===== src/rtl/clock_pkg.sv =====
// Shared BCD time-word constants, field slices and the two-digit BCD increment
// used by the clock counter and the downstream AM/PM, display and alarm logic.
package clock_pkg;

  localparam int unsigned TIME_W = 24;
  localparam int unsigned BCD2_W = 8;

  localparam logic [BCD2_W-1:0] HOUR_MIN       = 8'h01;
  localparam logic [BCD2_W-1:0] HOUR_MAX       = 8'h12;
  localparam logic [BCD2_W-1:0] HOUR_AMPM_EDGE = 8'h11;
  localparam logic [BCD2_W-1:0] MS_MIN         = 8'h00;
  localparam logic [BCD2_W-1:0] MS_MAX         = 8'h59;
  localparam logic [TIME_W-1:0] RESET_TIME     = 24'h120000;

  localparam int unsigned HR_HI = 23;
  localparam int unsigned HR_LO = 16;
  localparam int unsigned MN_HI = 15;
  localparam int unsigned MN_LO = 8;
  localparam int unsigned SC_HI = 7;
  localparam int unsigned SC_LO = 0;

  // Next value of a two-digit BCD field, wrapping max_v back to min_v.
  function automatic logic [BCD2_W-1:0] bcd2_next(input logic [BCD2_W-1:0] v,
                                                  input logic [BCD2_W-1:0] min_v,
                                                  input logic [BCD2_W-1:0] max_v);
    logic [BCD2_W-1:0] r;
    if (v == max_v)
      r = min_v;
    else if (v[3:0] == 4'd9)
      r = {v[7:4] + 4'd1, 4'd0};
    else
      r = {v[7:4], v[3:0] + 4'd1};
    return r;
  endfunction

endpackage


===== src/rtl/bcd_clock_counter_if.sv =====
// Control and time-word bundle between the clock counter and its driver.
interface bcd_clock_counter_if;
  import clock_pkg::*;

  logic              set_ore;
  logic              set_min;
  logic              inc;
  logic              load;
  logic [TIME_W-1:0] load_data;
  logic [TIME_W-1:0] data_out;
  logic              tick_1s;

  modport master (output set_ore, set_min, inc, load, load_data,
                  input  data_out, tick_1s);

  modport slave  (input  set_ore, set_min, inc, load, load_data,
                  output data_out, tick_1s);
endinterface


===== src/rtl/bcd2_counter.sv =====
// Two-digit BCD counter in MIN_VAL..MAX_VAL with synchronous load and wrap carry.
module bcd2_counter
  import clock_pkg::*;
#(
  parameter logic [7:0] MIN_VAL   = 8'h00,
  parameter logic [7:0] MAX_VAL   = 8'h59,
  parameter logic [7:0] RESET_VAL = 8'h00
) (
  input  logic       clock,
  input  logic       reset,
  input  logic       en,
  input  logic       load,
  input  logic [7:0] load_val,
  output logic [7:0] value,
  output logic       carry
);

  always_ff @(posedge clock or posedge reset) begin
    if (reset)
      value <= RESET_VAL;
    else if (load)
      value <= load_val;
    else if (en)
      value <= bcd2_next(value, MIN_VAL, MAX_VAL);
  end

  assign carry = en && (value == MAX_VAL);

endmodule


===== src/rtl/bcd_clock_counter.sv =====
// 12-hour BCD hh:mm:ss time base: 1 s prescaler, ripple carry between fields,
// hour/minute setting through a shared increment button, and parallel load.
module bcd_clock_counter
  import clock_pkg::*;
#(
  parameter int unsigned TICK_DIV = 100_000_000
) (
  input  logic                clock,
  input  logic                reset,
  bcd_clock_counter_if.slave  bus
);

  localparam int unsigned        PRESC_W    = (TICK_DIV > 2) ? $clog2(TICK_DIV) : 1;
  localparam logic [PRESC_W-1:0] PRESC_LAST = PRESC_W'(TICK_DIV - 1);

  logic [PRESC_W-1:0] presc;
  logic               inc_q;
  logic               normal;
  logic               hr_set;
  logic               mn_set;
  logic               inc_edge;
  logic               tick;
  logic               sec_carry;
  logic               min_carry;
  logic               hr_carry_unused;
  logic               min_en;
  logic               hr_en;
  logic [7:0]         sec_val;
  logic [7:0]         min_val;
  logic [7:0]         hr_val;

  // Mode decode: load > set_ore > set_min > normal count.
  assign normal   = !bus.load && !bus.set_ore && !bus.set_min;
  assign hr_set   = !bus.load && bus.set_ore;
  assign mn_set   = !bus.load && !bus.set_ore && bus.set_min;
  assign inc_edge = bus.inc && !inc_q;
  assign tick     = normal && (presc == PRESC_LAST);

  always_ff @(posedge clock or posedge reset) begin
    if (reset) begin
      presc <= '0;
      inc_q <= 1'b0;
    end else begin
      inc_q <= bus.inc;
      if (!normal || tick)
        presc <= '0;
      else
        presc <= presc + PRESC_W'(1);
    end
  end

  // Set modes step a single field and never propagate a carry.
  assign min_en = mn_set ? inc_edge : (normal && sec_carry);
  assign hr_en  = hr_set ? inc_edge : (normal && min_carry);

  bcd2_counter #(
    .MIN_VAL  (MS_MIN),
    .MAX_VAL  (MS_MAX),
    .RESET_VAL(RESET_TIME[SC_HI:SC_LO])
  ) u_sec (
    .clock   (clock),
    .reset   (reset),
    .en      (tick),
    .load    (bus.load),
    .load_val(bus.load_data[SC_HI:SC_LO]),
    .value   (sec_val),
    .carry   (sec_carry)
  );

  bcd2_counter #(
    .MIN_VAL  (MS_MIN),
    .MAX_VAL  (MS_MAX),
    .RESET_VAL(RESET_TIME[MN_HI:MN_LO])
  ) u_min (
    .clock   (clock),
    .reset   (reset),
    .en      (min_en),
    .load    (bus.load),
    .load_val(bus.load_data[MN_HI:MN_LO]),
    .value   (min_val),
    .carry   (min_carry)
  );

  bcd2_counter #(
    .MIN_VAL  (HOUR_MIN),
    .MAX_VAL  (HOUR_MAX),
    .RESET_VAL(RESET_TIME[HR_HI:HR_LO])
  ) u_hr (
    .clock   (clock),
    .reset   (reset),
    .en      (hr_en),
    .load    (bus.load),
    .load_val(bus.load_data[HR_HI:HR_LO]),
    .value   (hr_val),
    .carry   (hr_carry_unused)
  );

  assign bus.data_out = {hr_val, min_val, sec_val};
  assign bus.tick_1s  = tick;

endmodule


===== src/flat_wrapper.sv =====
// flat-port wrapper written by rule: the top's interface ports become plain ports
module bcd_clock_counter_flat import clock_pkg::*;
#(
  parameter int unsigned TICK_DIV = 100_000_000
)
  (clock, reset, bus_set_ore, bus_set_min, bus_inc, bus_load, bus_load_data, bus_data_out, bus_tick_1s);
  bcd_clock_counter_if bus_i ();
  input  logic clock;
  input  logic reset;
  input wire logic [$bits(bus_i.set_ore)-1:0] bus_set_ore;
  input wire logic [$bits(bus_i.set_min)-1:0] bus_set_min;
  input wire logic [$bits(bus_i.inc)-1:0] bus_inc;
  input wire logic [$bits(bus_i.load)-1:0] bus_load;
  input wire logic [$bits(bus_i.load_data)-1:0] bus_load_data;
  output wire logic [$bits(bus_i.data_out)-1:0] bus_data_out;
  output wire logic [$bits(bus_i.tick_1s)-1:0] bus_tick_1s;
  assign bus_i.set_ore = bus_set_ore;
  assign bus_i.set_min = bus_set_min;
  assign bus_i.inc = bus_inc;
  assign bus_i.load = bus_load;
  assign bus_i.load_data = bus_load_data;
  assign bus_data_out = bus_i.data_out;
  assign bus_tick_1s = bus_i.tick_1s;
  bcd_clock_counter #(.TICK_DIV(TICK_DIV)) u_core (.clock(clock), .reset(reset), .bus(bus_i));
endmodule

===== config.mk =====
export PLATFORM = sky130hd
export DESIGN_NAME = bcd_clock_counter_flat
export DESIGN_NICKNAME = d
export VERILOG_FILES = /design/src/rtl/clock_pkg.sv /design/src/rtl/bcd_clock_counter_if.sv /design/src/rtl/bcd2_counter.sv /design/src/rtl/bcd_clock_counter.sv /design/src/flat_wrapper.sv
export SDC_FILE = /design/constraint.sdc
export NUM_CORES = 1
export LEC_CHECK = 0
export ABC_AREA = 1
export CAP_MARGIN = 20
export CORE_UTILIZATION = 40
export CTS_CLUSTER_SIZE = 40
export DETAILED_ROUTE_END_ITERATION = 10
export MAX_ROUTING_LAYER = met4
export PLACE_DENSITY = 0.64
export SYNTH_ARGS = -nofsm -noshare
export SYNTH_HDL_FRONTEND = slang
export SYNTH_SLANG_ARGS = --single-unit

===== constraint.sdc =====
create_clock -name clock -period 1.85 [get_ports clock]
set_input_delay 0.37 -clock clock [delete_from_list [all_inputs] [get_ports clock]]
set_output_delay 0.37 -clock clock [all_outputs]
set_load 0.01 [all_outputs]

# Yosys cells after proc, flatten, opt, wreduce, memory -nomap -nowiden
# Cells that the tools add are included.
dict set report classes {
  addsub 7
  n_eq_ne 7
  muxes 15
  reduce_logical 25
}
# operator n
set ops {}
lappend ops {{8-bit 2-to-1 mux} 12}
lappend ops {{27-bit by 1-bit adder with 27-bit output, second input constant} 1}
lappend ops {{27-bit == test, second input constant} 1}
lappend ops {{27-bit 2-to-1 mux} 1}
lappend ops {{4-bit by 1-bit adder with 4-bit output, second input constant} 6}
lappend ops {{8-bit by 7-bit == test with 1-bit output, second input constant} 2}
lappend ops {{4-bit == test, second input constant} 3}
lappend ops {{1-bit logical AND} 10}
lappend ops {{3-bit nonzero test} 3}
lappend ops {{8-bit by 5-bit == test with 1-bit output, second input constant} 1}
lappend ops {{2-bit AND reduction} 3}
lappend ops {{2-bit nonzero test} 3}
lappend ops {{1-bit zero test} 5}
lappend ops {{1-bit 2-to-1 mux} 2}
lappend ops {{1-bit logical OR} 1}
dict set report word_totals {
  reg_bits 52
  input_bits 30
  output_inout_bits 25
  elab_cells 62
}

# Logic depth before layout (Yosys ltp)
dict set report depth {
  depth_word 12
  depth_mapped 12
  mapped_depth_nobuf 12
}

# Hierarchy
# A second synthesis with hierarchy kept.
dict set report hier_totals {
  hier_cells 475
  area_unflattened_um2 3445.8
}
# module instances cells_per_inst area_each_um2 seq_area_each_um2
set by_module_without_submodules {}
lappend by_module_without_submodules {bcd_clock_counter 1 241 1666.6 700.7}
lappend by_module_without_submodules {{bcd2_counter (u_core.u_min ...)} 2 75 591.8 200.2}
lappend by_module_without_submodules {{bcd2_counter (u_core.u_hr)} 1 84 595.6 202.7}

# Least setup slack after synthesis
# OpenSTA, ideal clock, no wires.
dict set report synth_timing {
  path_kind {reg-to-output}
  start {reg u_core.presc[0]}
  end {out bus_tick_1s}
  t_arrival_ps 1276
  t_required_ps 1480
  slack_ps 204
  path_stages_with_launch 8
  path_buffers 0
  path_cell_list {dfrtp_1 ha_1 nand2_1 nor2_4 nand2_4 nor2_1 nand4_1 nor2_1}
}
dict set report synth_via {
  elab_chain_cells 2
}
# element line
set synth_rtl {}
lappend synth_rtl {{start: declaration} bcd_clock_counter.sv:16} ;# logic [PRESC_W-1:0] presc;
lappend synth_rtl {{start signal: assignment} bcd_clock_counter.sv:48} ;# presc <= presc + PRESC_W'(1);
lappend synth_rtl {{27-bit == test} bcd_clock_counter.sv:37} ;# assign tick = normal && (presc == PRESC_LAST);
lappend synth_rtl {{1-bit logical AND} bcd_clock_counter.sv:37}
lappend synth_rtl {{end: declaration} flat_wrapper.sv:16} ;# output wire logic [$bits(bus_i.tick_1s)-1:0] bus_tick_1s;
# No other way between the ends.

# Final worst setup path
# Same ends and word-level chain as after synthesis.

==> results.toml <==
[logic_synthesis]
synth_area_leader_cell = "dfrtp_1"
synth_edf_count = 0
syn_nets = 453
synth_top_cell_area_share_pct = 39.6
syn_area_um2 = 3160
synth.avg_cell_area_um2 = 7.67
ys.flop_type = "dfrtp_1"
synthTopCellsByCount = "nand2_1, nor2_1, dfrtp_1"
yosys_register_bits = 52
syn_inst = 412
synth.area.top_cells = "dfrtp_1, nand2_1, nor2_1, inv_1, nand3_1"
ys_types = 34
ys_warn_count = 0
yosysMostFrequentCell = "nand2_1"
ys_seq_area_share_pct = 41.2
synthArstFlopShare_pct = 100

[critical_path]
r2r-start = "u_core.presc[0]$_DFF_PP0_"
path_buf_inv = 1
critical_path.cell_chain = "ha_2 > nand2_2 > nor2_4 > nand2_4 > nor2_4 > nand4_1 > nor2_1 > buf_2"
path_max_fanout = 2
slowest_stage = "dfrtp_1"
cp_top_family = "simple AND/OR/NAND/NOR gates"
crit_top_cell = "nor2_4"
start_kind = "flop"
crit_cells = 8
cp-end-kind = "output port"
crit_type = "flop to output port"
critPathRequiredTime_ps = 1480
max_stage_delay_ps = 380
r2r-end = "u_core.presc[19]$_DFF_PP0_"
reg2reg_depth = 13
regToRegSetupSlack_ps = -20
cp_data_arrival_time_ps = 1650

[grt]
grt_usage_pct = 21.1
grt_pass1_vias = 3028
grt_max_degree = 31
grt_first_pass_wirelength_mm = 13.7
antenna_found_initial = 0
overflow = 0

[clocking]
insertion_delay_ps = 310
path_clk_slew_ps = 90
cts_tree = "done"
cts_buffers = 5
cts_num_sinks = 52
htree_levels = 2
clockBufferDepth = 2
cts-root-buf = "clkbuf_8"

[sta]
rsz0062_at_grt = "true"
fmaxAchievable_mhz = 496
final.min_clock_period_ps = 2020
setup_viol = 5
min_period_over_period_pct = 109
finalMaxSlewViolations = 0
worst_pin_slew_ps = 437
finalWorstSetupSlack_ps = -165
worst_hold_slack_ps = 274
setup_tns_ps = -209
clock_skew_ps = 10.4
hold_viol = 0
relSlewSlack_pct = 70.7

[finish]
syn_to_final_growth_pct = 44.4
instances_no_fill = 634
antenna_cells = 0
drive_gt1_share_pct = 22.9
nets = 572
final_cell_area_um2 = 4570

[die]
initial_core_util_pct = 41.1
die_x_um = 90.9
ios = 55
die_y_um = 90.9
die_area_um2 = 8260
core-area_um2 = 7690
rows = 32

[detailed_routing]
viasPerCell = 4.94
drc = 0
drt_first_iter_violations = 123
via_count = 3131
final_antenna_net_count = 0
wl_mm = 8.12
drt_pass1_iterations = 4
wl_per_cell_um = 12.8

[pwr]
power.leakage_nw = 2.04
powerDensity_nw_per_um2 = 590
ir_drop_uv = 352

[place]
place_area_um2 = 4190
portBuffers = 54
placedCellCount = 613
gp_congestion = 0.895
place_hpwl_mm = 5.96
dp_slack_ps = -296

[status]
status = "finished, violations left"
violations = "setup timing"

[min_path]
hold_path_class = "primary input to asynchronous set/reset pin"

[run]
max_cap_viol_count = 0
-- what timing repair did --
item	CTS	global route
setup endpoints to repair	4	30
hold buffers	0	0
resized for setup	8	43
buffers inserted	3	10
endpoints found under the hold margin	0	0
pin swaps	5	18
-- logic make-up (layout without fill, tap and decap cells) --
kind of cell / count (synthesis) / after routing / share of synthesized area [%]
AO/OA/AOI/OAI: 49 / 49 / 8.79
XOR/XNOR: 18 / 18 / 4.99
adder cells (fa/ha/maj): 11 / 11 / 4.35
buffers and inverters: 48 / 168 / 6.01
flip-flops: 52 / 52 / 41.2
AND/OR/NAND/NOR: 234 / 234 / 34.6
-- layout by cell type (no fill, tap or decap), drive strengths merged, types with 3 or more instances in the layout --
cell type / synthesis / routed
xnor2: 6 / 6
nand3: 30 / 30
nor3: 12 / 12
xor2: 12 / 12
inv: 42 / 42
clkbuf: 3 / 6
a21oi: 16 / 16
clkdlybuf4s50: 0 / 52
nor3b: 5 / 5
o21a: 3 / 3
nand4: 9 / 9
o31ai: 4 / 4
buf: 3 / 65
dfrtp: 50 / 50
o21ai: 20 / 20
nor4: 4 / 4
ha: 11 / 11
o211ai: 5 / 5
nor2: 68 / 68
nand2: 102 / 102
-- flip-flops by register name, summed over array words and instances, names as in the netlist --
name and count:
u_core.inc_q 1, u_core.presc 27, u_core.u_hr.value 8, u_core.u_min.value 8, u_core.u_sec.value 8
-- routing by layer --
| layer | track usage [%] | wire length [µm] | vias up |
|---|---|---|---|
| li1 | - | - | 1587 |
| met1 | 25.8 | 3510 | 1465 |
| met2 | 35.1 | 4120 | 65 |
| met3 | 4.04 | 327 | 14 |
| met4 | 7.01 | 167 | 0 |
| met5 | - | 0 | - |
-- worst max path at each step --
| stage | startpoint | to |
|---|---|---|
| after floorplan | u_core.presc[0]$_DFF_PP0_ | bus_tick_1s |
| final | u_core.presc[0]$_DFF_PP0_ | bus_tick_1s |
| after global routing | u_core.presc[0]$_DFF_PP0_ | bus_tick_1s |
| after detailed placement | bus_load | bus_tick_1s |
| after global placement | bus_load | bus_tick_1s |
| after CTS | u_core.presc[1]$_DFF_PP0_ | bus_tick_1s |
-- power breakdown --
group          internal, mW  total, mW  switching [mW]
Combinational         0.314      0.601           0.287
Sequential             1.22       1.31          0.0980
Clock                 0.402      0.777           0.375
-- final cells by class --
type / count / area (µm²)
well taps: 102 / 128
repair buffers: 118 / 1040
flip-flops and latches: 52 / 1300
clock buffers: 6 / 72.6
fillers: 700 / 3120
clock inverters: 2 / 35.0
inverters: 42 / 158
multi-input cells: 312 / 1830
-- stage by stage --
step	total power, mW	utilization (%)
floorplan	1.61	-
global placement	1.91	54.5
detailed placement	1.92	54.5
CTS	2.70	56.3
global route	2.85	59.4
finish	2.69	59.4
No activity file was read; power rests on OpenSTA's default activity.
